## src/rtl/sram_like_slave_responder_if.sv

```systemverilog
// rtl/sram_like_slave_responder_if.sv - SRAM-like request/response bus plus word-memory port
// Purpose: bundles the initiator-facing req/addr_ok/data_ok signals and the
//          single-port synchronous memory port of the responder.
// Signals:
//   data_req, data_wr, data_size[1:0], data_addr[31:0],
//   data_wdata[31:0], data_wstrb[3:0]           initiator -> responder
//   data_addr_ok, data_data_ok, data_rdata[31:0] responder -> initiator
//   mem_en, mem_we[3:0], mem_addr[AW-1:0],
//   mem_wdata[31:0]                              responder -> memory
//   mem_rdata[31:0]                              memory -> responder (one cycle after mem_en)
// Modports: slave (responder), master (initiator), mem (memory).
interface sram_like_slave_responder_if #(
    parameter int AW = 10
);
    logic          data_req;
    logic          data_wr;
    logic [1:0]    data_size;
    logic [31:0]   data_addr;
    logic [31:0]   data_wdata;
    logic [3:0]    data_wstrb;
    logic          data_addr_ok;
    logic          data_data_ok;
    logic [31:0]   data_rdata;
    logic          mem_en;
    logic [3:0]    mem_we;
    logic [AW-1:0] mem_addr;
    logic [31:0]   mem_wdata;
    logic [31:0]   mem_rdata;

    modport slave (
        input  data_req, data_wr, data_size, data_addr, data_wdata, data_wstrb, mem_rdata,
        output data_addr_ok, data_data_ok, data_rdata, mem_en, mem_we, mem_addr, mem_wdata
    );

    modport master (
        output data_req, data_wr, data_size, data_addr, data_wdata, data_wstrb,
        input  data_addr_ok, data_data_ok, data_rdata
    );

    modport mem (
        input  mem_en, mem_we, mem_addr, mem_wdata,
        output mem_rdata
    );
endinterface

```

## src/rtl/sram_like_slave_responder.sv

```systemverilog
// rtl/sram_like_slave_responder.sv - in-order SRAM-like responder in front of a synchronous word memory
// Purpose: queues read/write requests in a command FIFO and serves them one at a
//          time against the memory port, returning data_ok in acceptance order.
// Parameters: DEPTH (FIFO entries, power of two 2..16), AW (word-address width),
//             LATENCY (idle cycles before each memory access, 0..255).
// Ports:
//   clk            rising-edge clock
//   rst            asynchronous active-high reset
//   bus            sram_like_slave_responder_if.slave (request bus + memory port)
//   stat_rd_cnt    completed reads        (only with SRAM_RESP_STATS_EN)
//   stat_wr_cnt    completed writes       (only with SRAM_RESP_STATS_EN)
//   stat_full_cnt  cycles of req while full (only with SRAM_RESP_STATS_EN)
// Optional feature macro: SRAM_RESP_STATS_EN.
module sram_like_slave_responder #(
    parameter int DEPTH   = 4,
    parameter int AW      = 10,
    parameter int LATENCY = 0
) (
    input  logic clk,
    input  logic rst,
    sram_like_slave_responder_if.slave bus
`ifdef SRAM_RESP_STATS_EN
    ,
    output logic [31:0] stat_rd_cnt,
    output logic [31:0] stat_wr_cnt,
    output logic [31:0] stat_full_cnt
`endif
);
    localparam int         PW       = $clog2(DEPTH);
    localparam logic [7:0] CNT_INIT = (LATENCY > 0) ? 8'(LATENCY - 1) : 8'd0;

    typedef struct packed {
        logic        wr;
        logic [1:0]  size;
        logic [31:0] addr;
        logic [31:0] wdata;
        logic [3:0]  wstrb;
    } cmd_t;

    typedef enum logic [1:0] {
        S_IDLE,
        S_WAIT,
        S_ISSUE,
        S_RESP
    } state_t;

    cmd_t          fifo_q [DEPTH];
    logic [PW:0]   wr_ptr_q, wr_ptr_d;
    logic [PW:0]   rd_ptr_q, rd_ptr_d;
    logic          full, empty, accept, pop;
    cmd_t          cmd_in, head;

    state_t        state_q;
    logic [7:0]    cnt_q;
    logic          mem_en_q;
    logic [3:0]    mem_we_q;
    logic [AW-1:0] mem_addr_q;
    logic [31:0]   mem_wdata_q;
    logic          data_ok_q;
    logic          resp_rd_q;

    // Full/empty come from registered pointers only, so a pop in this cycle
    // cannot make room for a push in the same cycle.
    assign full   = (wr_ptr_q[PW-1:0] == rd_ptr_q[PW-1:0]) && (wr_ptr_q[PW] != rd_ptr_q[PW]);
    assign empty  = (wr_ptr_q == rd_ptr_q);
    assign accept = !rst && bus.data_req && !full;
    assign pop    = (state_q == S_ISSUE);
    assign head   = fifo_q[rd_ptr_q[PW-1:0]];

    assign cmd_in = '{
        wr:    bus.data_wr,
        size:  bus.data_size,
        addr:  bus.data_addr,
        wdata: bus.data_wdata,
        wstrb: bus.data_wstrb
    };

    assign wr_ptr_d = wr_ptr_q + {{PW{1'b0}}, accept};
    assign rd_ptr_d = rd_ptr_q + {{PW{1'b0}}, pop};

    // size and the non-word address bits travel with the command for
    // visibility only; nothing downstream consumes them.
    logic unused_cmd;
    assign unused_cmd = ^{head.size, head.addr[31:AW+2], head.addr[1:0]};

    always_ff @(posedge clk) begin
        if (accept) begin
            fifo_q[wr_ptr_q[PW-1:0]] <= cmd_in;
        end
    end

    always_ff @(posedge clk or posedge rst) begin
        if (rst) begin
            wr_ptr_q <= '0;
            rd_ptr_q <= '0;
        end else begin
            wr_ptr_q <= wr_ptr_d;
            rd_ptr_q <= rd_ptr_d;
        end
    end

    // Memory strobes are loaded on entry to ISSUE so they are registered and
    // line up with the ISSUE state; data_ok likewise on entry to RESP.
    always_ff @(posedge clk or posedge rst) begin
        if (rst) begin
            state_q     <= S_IDLE;
            cnt_q       <= 8'd0;
            mem_en_q    <= 1'b0;
            mem_we_q    <= 4'b0;
            mem_addr_q  <= '0;
            mem_wdata_q <= 32'd0;
            data_ok_q   <= 1'b0;
            resp_rd_q   <= 1'b0;
        end else begin
            mem_en_q  <= 1'b0;
            mem_we_q  <= 4'b0;
            data_ok_q <= 1'b0;
            case (state_q)
                S_IDLE: begin
                    if (!empty) begin
                        if (LATENCY == 0) begin
                            state_q     <= S_ISSUE;
                            mem_en_q    <= 1'b1;
                            mem_we_q    <= head.wr ? head.wstrb : 4'b0;
                            mem_addr_q  <= head.addr[AW+1:2];
                            mem_wdata_q <= head.wdata;
                        end else begin
                            state_q <= S_WAIT;
                            cnt_q   <= CNT_INIT;
                        end
                    end
                end
                S_WAIT: begin
                    if (cnt_q == 8'd0) begin
                        state_q     <= S_ISSUE;
                        mem_en_q    <= 1'b1;
                        mem_we_q    <= head.wr ? head.wstrb : 4'b0;
                        mem_addr_q  <= head.addr[AW+1:2];
                        mem_wdata_q <= head.wdata;
                    end else begin
                        cnt_q <= cnt_q - 8'd1;
                    end
                end
                S_ISSUE: begin
                    state_q   <= S_RESP;
                    data_ok_q <= 1'b1;
                    resp_rd_q <= !head.wr;
                end
                S_RESP: begin
                    state_q <= S_IDLE;
                end
                default: begin
                    state_q <= S_IDLE;
                end
            endcase
        end
    end

    assign bus.data_addr_ok = accept;
    assign bus.data_data_ok = data_ok_q;
    // Memory read data lands in the RESP cycle, so it is forwarded unregistered.
    assign bus.data_rdata   = (data_ok_q && resp_rd_q) ? bus.mem_rdata : 32'd0;
    assign bus.mem_en       = mem_en_q;
    assign bus.mem_we       = mem_we_q;
    assign bus.mem_addr     = mem_addr_q;
    assign bus.mem_wdata    = mem_wdata_q;

`ifdef SRAM_RESP_STATS_EN
    logic [31:0] stat_rd_q, stat_wr_q, stat_full_q;

    always_ff @(posedge clk or posedge rst) begin
        if (rst) begin
            stat_rd_q   <= 32'd0;
            stat_wr_q   <= 32'd0;
            stat_full_q <= 32'd0;
        end else begin
            if (data_ok_q && resp_rd_q) begin
                stat_rd_q <= stat_rd_q + 32'd1;
            end
            if (data_ok_q && !resp_rd_q) begin
                stat_wr_q <= stat_wr_q + 32'd1;
            end
            if (bus.data_req && full) begin
                stat_full_q <= stat_full_q + 32'd1;
            end
        end
    end

    assign stat_rd_cnt   = stat_rd_q;
    assign stat_wr_cnt   = stat_wr_q;
    assign stat_full_cnt = stat_full_q;
`endif
endmodule

```

## src/flat_wrapper.sv

```systemverilog
// flat-port wrapper written by rule: the top's interface ports become plain ports
module sram_like_slave_responder_flat 
#(
    parameter int DEPTH   = 4,
    parameter int AW      = 10,
    parameter int LATENCY = 0
)
  (clk, rst, bus_data_req, bus_data_wr, bus_data_size, bus_data_addr, bus_data_wdata, bus_data_wstrb, bus_mem_rdata, bus_data_addr_ok, bus_data_data_ok, bus_data_rdata, bus_mem_en, bus_mem_we, bus_mem_addr, bus_mem_wdata);
  sram_like_slave_responder_if #(.AW(AW)) bus_i ();
  input  logic clk;
  input  logic rst;
  input wire logic [$bits(bus_i.data_req)-1:0] bus_data_req;
  input wire logic [$bits(bus_i.data_wr)-1:0] bus_data_wr;
  input wire logic [$bits(bus_i.data_size)-1:0] bus_data_size;
  input wire logic [$bits(bus_i.data_addr)-1:0] bus_data_addr;
  input wire logic [$bits(bus_i.data_wdata)-1:0] bus_data_wdata;
  input wire logic [$bits(bus_i.data_wstrb)-1:0] bus_data_wstrb;
  input wire logic [$bits(bus_i.mem_rdata)-1:0] bus_mem_rdata;
  output wire logic [$bits(bus_i.data_addr_ok)-1:0] bus_data_addr_ok;
  output wire logic [$bits(bus_i.data_data_ok)-1:0] bus_data_data_ok;
  output wire logic [$bits(bus_i.data_rdata)-1:0] bus_data_rdata;
  output wire logic [$bits(bus_i.mem_en)-1:0] bus_mem_en;
  output wire logic [$bits(bus_i.mem_we)-1:0] bus_mem_we;
  output wire logic [$bits(bus_i.mem_addr)-1:0] bus_mem_addr;
  output wire logic [$bits(bus_i.mem_wdata)-1:0] bus_mem_wdata;
  assign bus_i.data_req = bus_data_req;
  assign bus_i.data_wr = bus_data_wr;
  assign bus_i.data_size = bus_data_size;
  assign bus_i.data_addr = bus_data_addr;
  assign bus_i.data_wdata = bus_data_wdata;
  assign bus_i.data_wstrb = bus_data_wstrb;
  assign bus_i.mem_rdata = bus_mem_rdata;
  assign bus_data_addr_ok = bus_i.data_addr_ok;
  assign bus_data_data_ok = bus_i.data_data_ok;
  assign bus_data_rdata = bus_i.data_rdata;
  assign bus_mem_en = bus_i.mem_en;
  assign bus_mem_we = bus_i.mem_we;
  assign bus_mem_addr = bus_i.mem_addr;
  assign bus_mem_wdata = bus_i.mem_wdata;
  sram_like_slave_responder #(.DEPTH(DEPTH), .AW(AW), .LATENCY(LATENCY)) u_core (.clk(clk), .rst(rst), .bus(bus_i));
endmodule
```

## config.mk

```make
export PLATFORM = sky130hd
export DESIGN_NAME = sram_like_slave_responder_flat
export DESIGN_NICKNAME = d
export VERILOG_FILES = /design/src/rtl/sram_like_slave_responder_if.sv /design/src/rtl/sram_like_slave_responder.sv /design/src/flat_wrapper.sv
export SDC_FILE = /design/constraint.sdc
export NUM_CORES = 1
export LEC_CHECK = 0
export ABC_AREA = 1
export CAP_MARGIN = 20
export CORE_MARGIN = 4
export CORE_UTILIZATION = 47
export DETAILED_ROUTE_END_ITERATION = 10
export PLACE_DENSITY = 0.88
export SLEW_MARGIN = 10
export SYNTH_ARGS = -nofsm -noshare
export SYNTH_HDL_FRONTEND = slang
export SYNTH_SLANG_ARGS = --single-unit
```

## constraint.sdc

```tcl
create_clock -name clk -period 3.2 [get_ports clk]
set_input_delay 0.64 -clock clk [delete_from_list [all_inputs] [get_ports clk]]
set_output_delay 0.64 -clock clk [all_outputs]
set_load 0.02 [all_outputs]
```

==> flow_summary_export.csv <==
group,metric,value,unit
timing,fin_setup_tns,0,ps
synthesis,synth_area_leaders,"edfxtp_1 (56%), dfrtp_1 (16%), nand2_1 (5.3%), nor2_1 (4.9%), o21ai_0 (4.4%)",
final_layout,nets,1134,
final_layout,antenna_cells,0,
grt,grt_pass1_vias,6970,
drt,wl_met2,11700,µm
power,leakage,0.00500,µW
min_path,min_path_cells,2,
clock_tree,post_cts_buffers,0,
drt,top_layer_used,"met4",
power,switching_share,36.1,%
grt,grt_pass1_wl,36700,µm
die,fp.coreArea,21000,µm²
timing,skew,10.7,ps
placement,gp_congestion,0.776,
power,pwr-share-seq,40.8,%
timing,worst_slew_pin_slew,938,ps
power,switching_power,4030,µW
drt,drc,0,
critical_path,required,2560,ps
synthesis,synth_commonest_cells,"edfxtp_1 (188), nand2_1 (142), nor2_1 (131)",
placement,post-place-ws,561,ps
final_layout,area_growth,25.9,%
timing,period_minus_slack,2900,ps
final_layout,drive_above_1_share,6.63,%
drt,met1_length,8870,µm
drt,vias,6955,
drt,vias_per_cell,5.29,
drt,ant_nets,0,
timing,hold_slack,506,ps
timing,rsz0062_at_grt,"no",
synthesis,syn_area,10100,µm²
clock_tree,root_buffer,"clkbuf_16",
placement,hpwl,13700,µm
clock_tree,clk_pin_slew,60,ps
job,cap_violations,0,
synthesis,synth-async-reset-ratio,25.7,%
min_path,worstHoldPathType,"reg2reg",
drt,drt-initial-drc-count,688,
synthesis,yosys.cell_count.top_type,"edfxtp_1",
critical_path,arrival,2260,ps
critical_path,critPathLaunchType,"flop",
power,power_frac_comb,35.7,%
timing,setup_viol,0,
clock_tree,cts_sinks,253,
clock_tree,numCtsBuffers,25,
die,rows,53,
clock_tree,clk_path_buf_depth,3,
timing,fin_crit_sh,90.8,%
die,die_y,154,µm
run_status,status,"finished, final reports clean",
grt,grt_max_degree,95,
critical_path,crit_type,"reg2out",
critical_path,ff2ff_path_depth,7,
timing,fin_ws,296,ps
synthesis,syn_nets,976,
synthesis,ys_seq_elements,253,
critical_path,cp-end-kind,"output pin",
power,cellPowerDensity,881,nW/µm²
drt,avgRoutedWirePerCell,17.6,µm
power,p_clk_share,23.5,%
clock_tree,clk_latency,510,ps
die,fp.dieArea,23800,µm²
synthesis,synth_cell_types,23,
clock_tree,cts_tree,"done",
die,die_w,154,µm
drt,met3_length,2010,µm
grt,overflow,0,
grt,grt_usage,19.2,%
timing,fmax,344,MHz
die,ioPinCount,187,
critical_path,critPathMaxFanout,31,
synthesis,synth_top_area_share,56.1,%
grt,antenna_found_initial,0,
synthesis,netlist_instances,864,
clock_tree,htree_num_levels,1,
power,ir_worst_vdd,0.670,mV
synthesis,ys_seq_area_share,72.2,%
drt,wl,23100,µm
power,internal-power,7140,µW
timing,finalMaxSlewViolations,0,
synthesis,avgSynthCellArea,11.7,µm²
synthesis,synth_area_leader_cell,"edfxtp_1",
synthesis,synth_flop_cell,"edfxtp_1",
timing,slew_headroom,37.4,%
synthesis,ys_warn_count,0,
drt,dr.pass1.iters,7,
placement,portBuffers,162,
die,start_util,47.9,%
synthesis,synth_edf_count,188,
timing,report.final.hold_viol_count,0,
routing by layer:
layer | vias to the layer above | track usage, %
li1 | 3276 | -
met1 | 3329 | 23.8
met2 | 307 | 33.6
met3 | 43 | 4.28
met4 | 0 | 5.93
met5 | - | 0
critical path: stages (launching register included):
cell     delay [ps]
dfrtp_2         720
inv_2            70
nand2_1          70
nand2_1          70
nand4_1          90
nand3_1         340
inv_1           200
buf_4           180
final cells by class:
class / count / area (µm²)
fillers: 1542 / 8350
clock inverters: 8 / 43.8
flip-flops and latches: 253 / 7270
inverters: 72 / 274
multi-input cells: 494 / 2320
clock buffers: 37 / 691
repair buffers: 176 / 1720
well taps: 275 / 344
final timing paths:
kind | slack, ps | endpoint | from
setup / recovery | 300 | bus_data_addr_ok | u_core.rd_ptr_q[0]
min in group asynchronous | 830 | u_core.bus.mem_we[3] | rst
hold reg to reg | 510 | u_core.bus.mem_addr[1] | u_core.bus.mem_addr[1]
setup reg to reg | 770 | u_core.fifo_q[0][5] | u_core.rd_ptr_q[0]
max in group asynchronous | 1730 | u_core.rd_ptr_q[1] | rst
hold / removal | 510 | u_core.bus.mem_addr[1] | u_core.bus.mem_addr[1]
registers in the layout, summed over array words and instances (netlist names):
name and count:
u_core.bus.data_data_ok 1, u_core.bus.mem_addr 10, u_core.bus.mem_en 1, u_core.bus.mem_wdata 32, u_core.bus.mem_we 4, u_core.cnt_q 8
u_core.fifo_q 188, u_core.rd_ptr_q 3, u_core.resp_rd_q 1, u_core.state_q 2, u_core.wr_ptr_q 3
metrics by stage:
stage | cells | total power [µW] | instance area [µm²] | util [%]
detailed placement | 1270 | 8610 | 11900 | 56.8
floorplan | 864 | 7060 | 10100 | -
global route | 1315 | 11900 | 12700 | 60.3
global placement | 1270 | 8450 | 11900 | 56.8
finish | 1315 | 11200 | 12700 | 60.3
CTS | 1315 | 11300 | 12700 | 60.3
power by group through the flow:
stage          Combinational, µW  Sequential, µW  Clock, µW
6_report                    3990            4560       2620
3_5_place_dp                4000            4610          0
5_1_grt                     4410            4620       2820
4_1_cts                     4030            4560       2670
2_1_floorplan               2240            4810          0
3_3_place_gp                3860            4580          0
timing repair:
| item | in CTS | in global routing |
|---|---|---|
| endpoints found under the hold margin | 0 | 0 |
| setup endpoints to repair | 0 | 5 |
| hold buffers | 0 | 0 |
| gates resized for setup | 0 | 1 |
kinds of logic (layout without fill, tap and decap cells):
family / count (synthesis) / in the layout / share of synthesized area [%]
adders and majority gates: 6 / 6 / 0.746
AOI/OAI and AO/OA: 137 / 137 / 7.37
and+or+nand+nor: 347 / 347 / 14.3
xor gates and xnor gates: 4 / 4 / 0.348
buffers and inverters: 117 / 293 / 5.00
DFF: 253 / 253 / 72.2
cells in the final DEF (no fill, tap or decap):
| master | n |
|---|---|
| edfxtp_1 | 188 |
| clkdlybuf4s50_1 | 161 |
| nand2_1 | 141 |
| nor2_1 | 127 |
| o21ai_0 | 89 |
| inv_1 | 65 |
| dfrtp_1 | 63 |
| nand3_1 | 57 |
| o22ai_1 | 42 |
| clkbuf_16 | 25 |
| buf_4 | 15 |
| clkbuf_1 | 10 |
| nand4_1 | 8 |
| inv_2 | 6 |
| ha_1 | 6 |
| nor2_4 | 5 |
| o21ai_1 | 5 |
| xor2_1 | 4 |
| clkinv_1 | 4 |
| nand2_4 | 3 |
| clkinvlp_4 | 3 |
| nor2_2 | 2 |
| nand2_2 | 2 |
| clkbuf_8 | 2 |
| dfrtp_2 | 2 |
| nand3_2 | 1 |
| o21ai_2 | 1 |
| nor3_1 | 1 |
| inv_6 | 1 |
| clkinv_2 | 1 |
No activity file was read; power rests on OpenSTA's default activity.
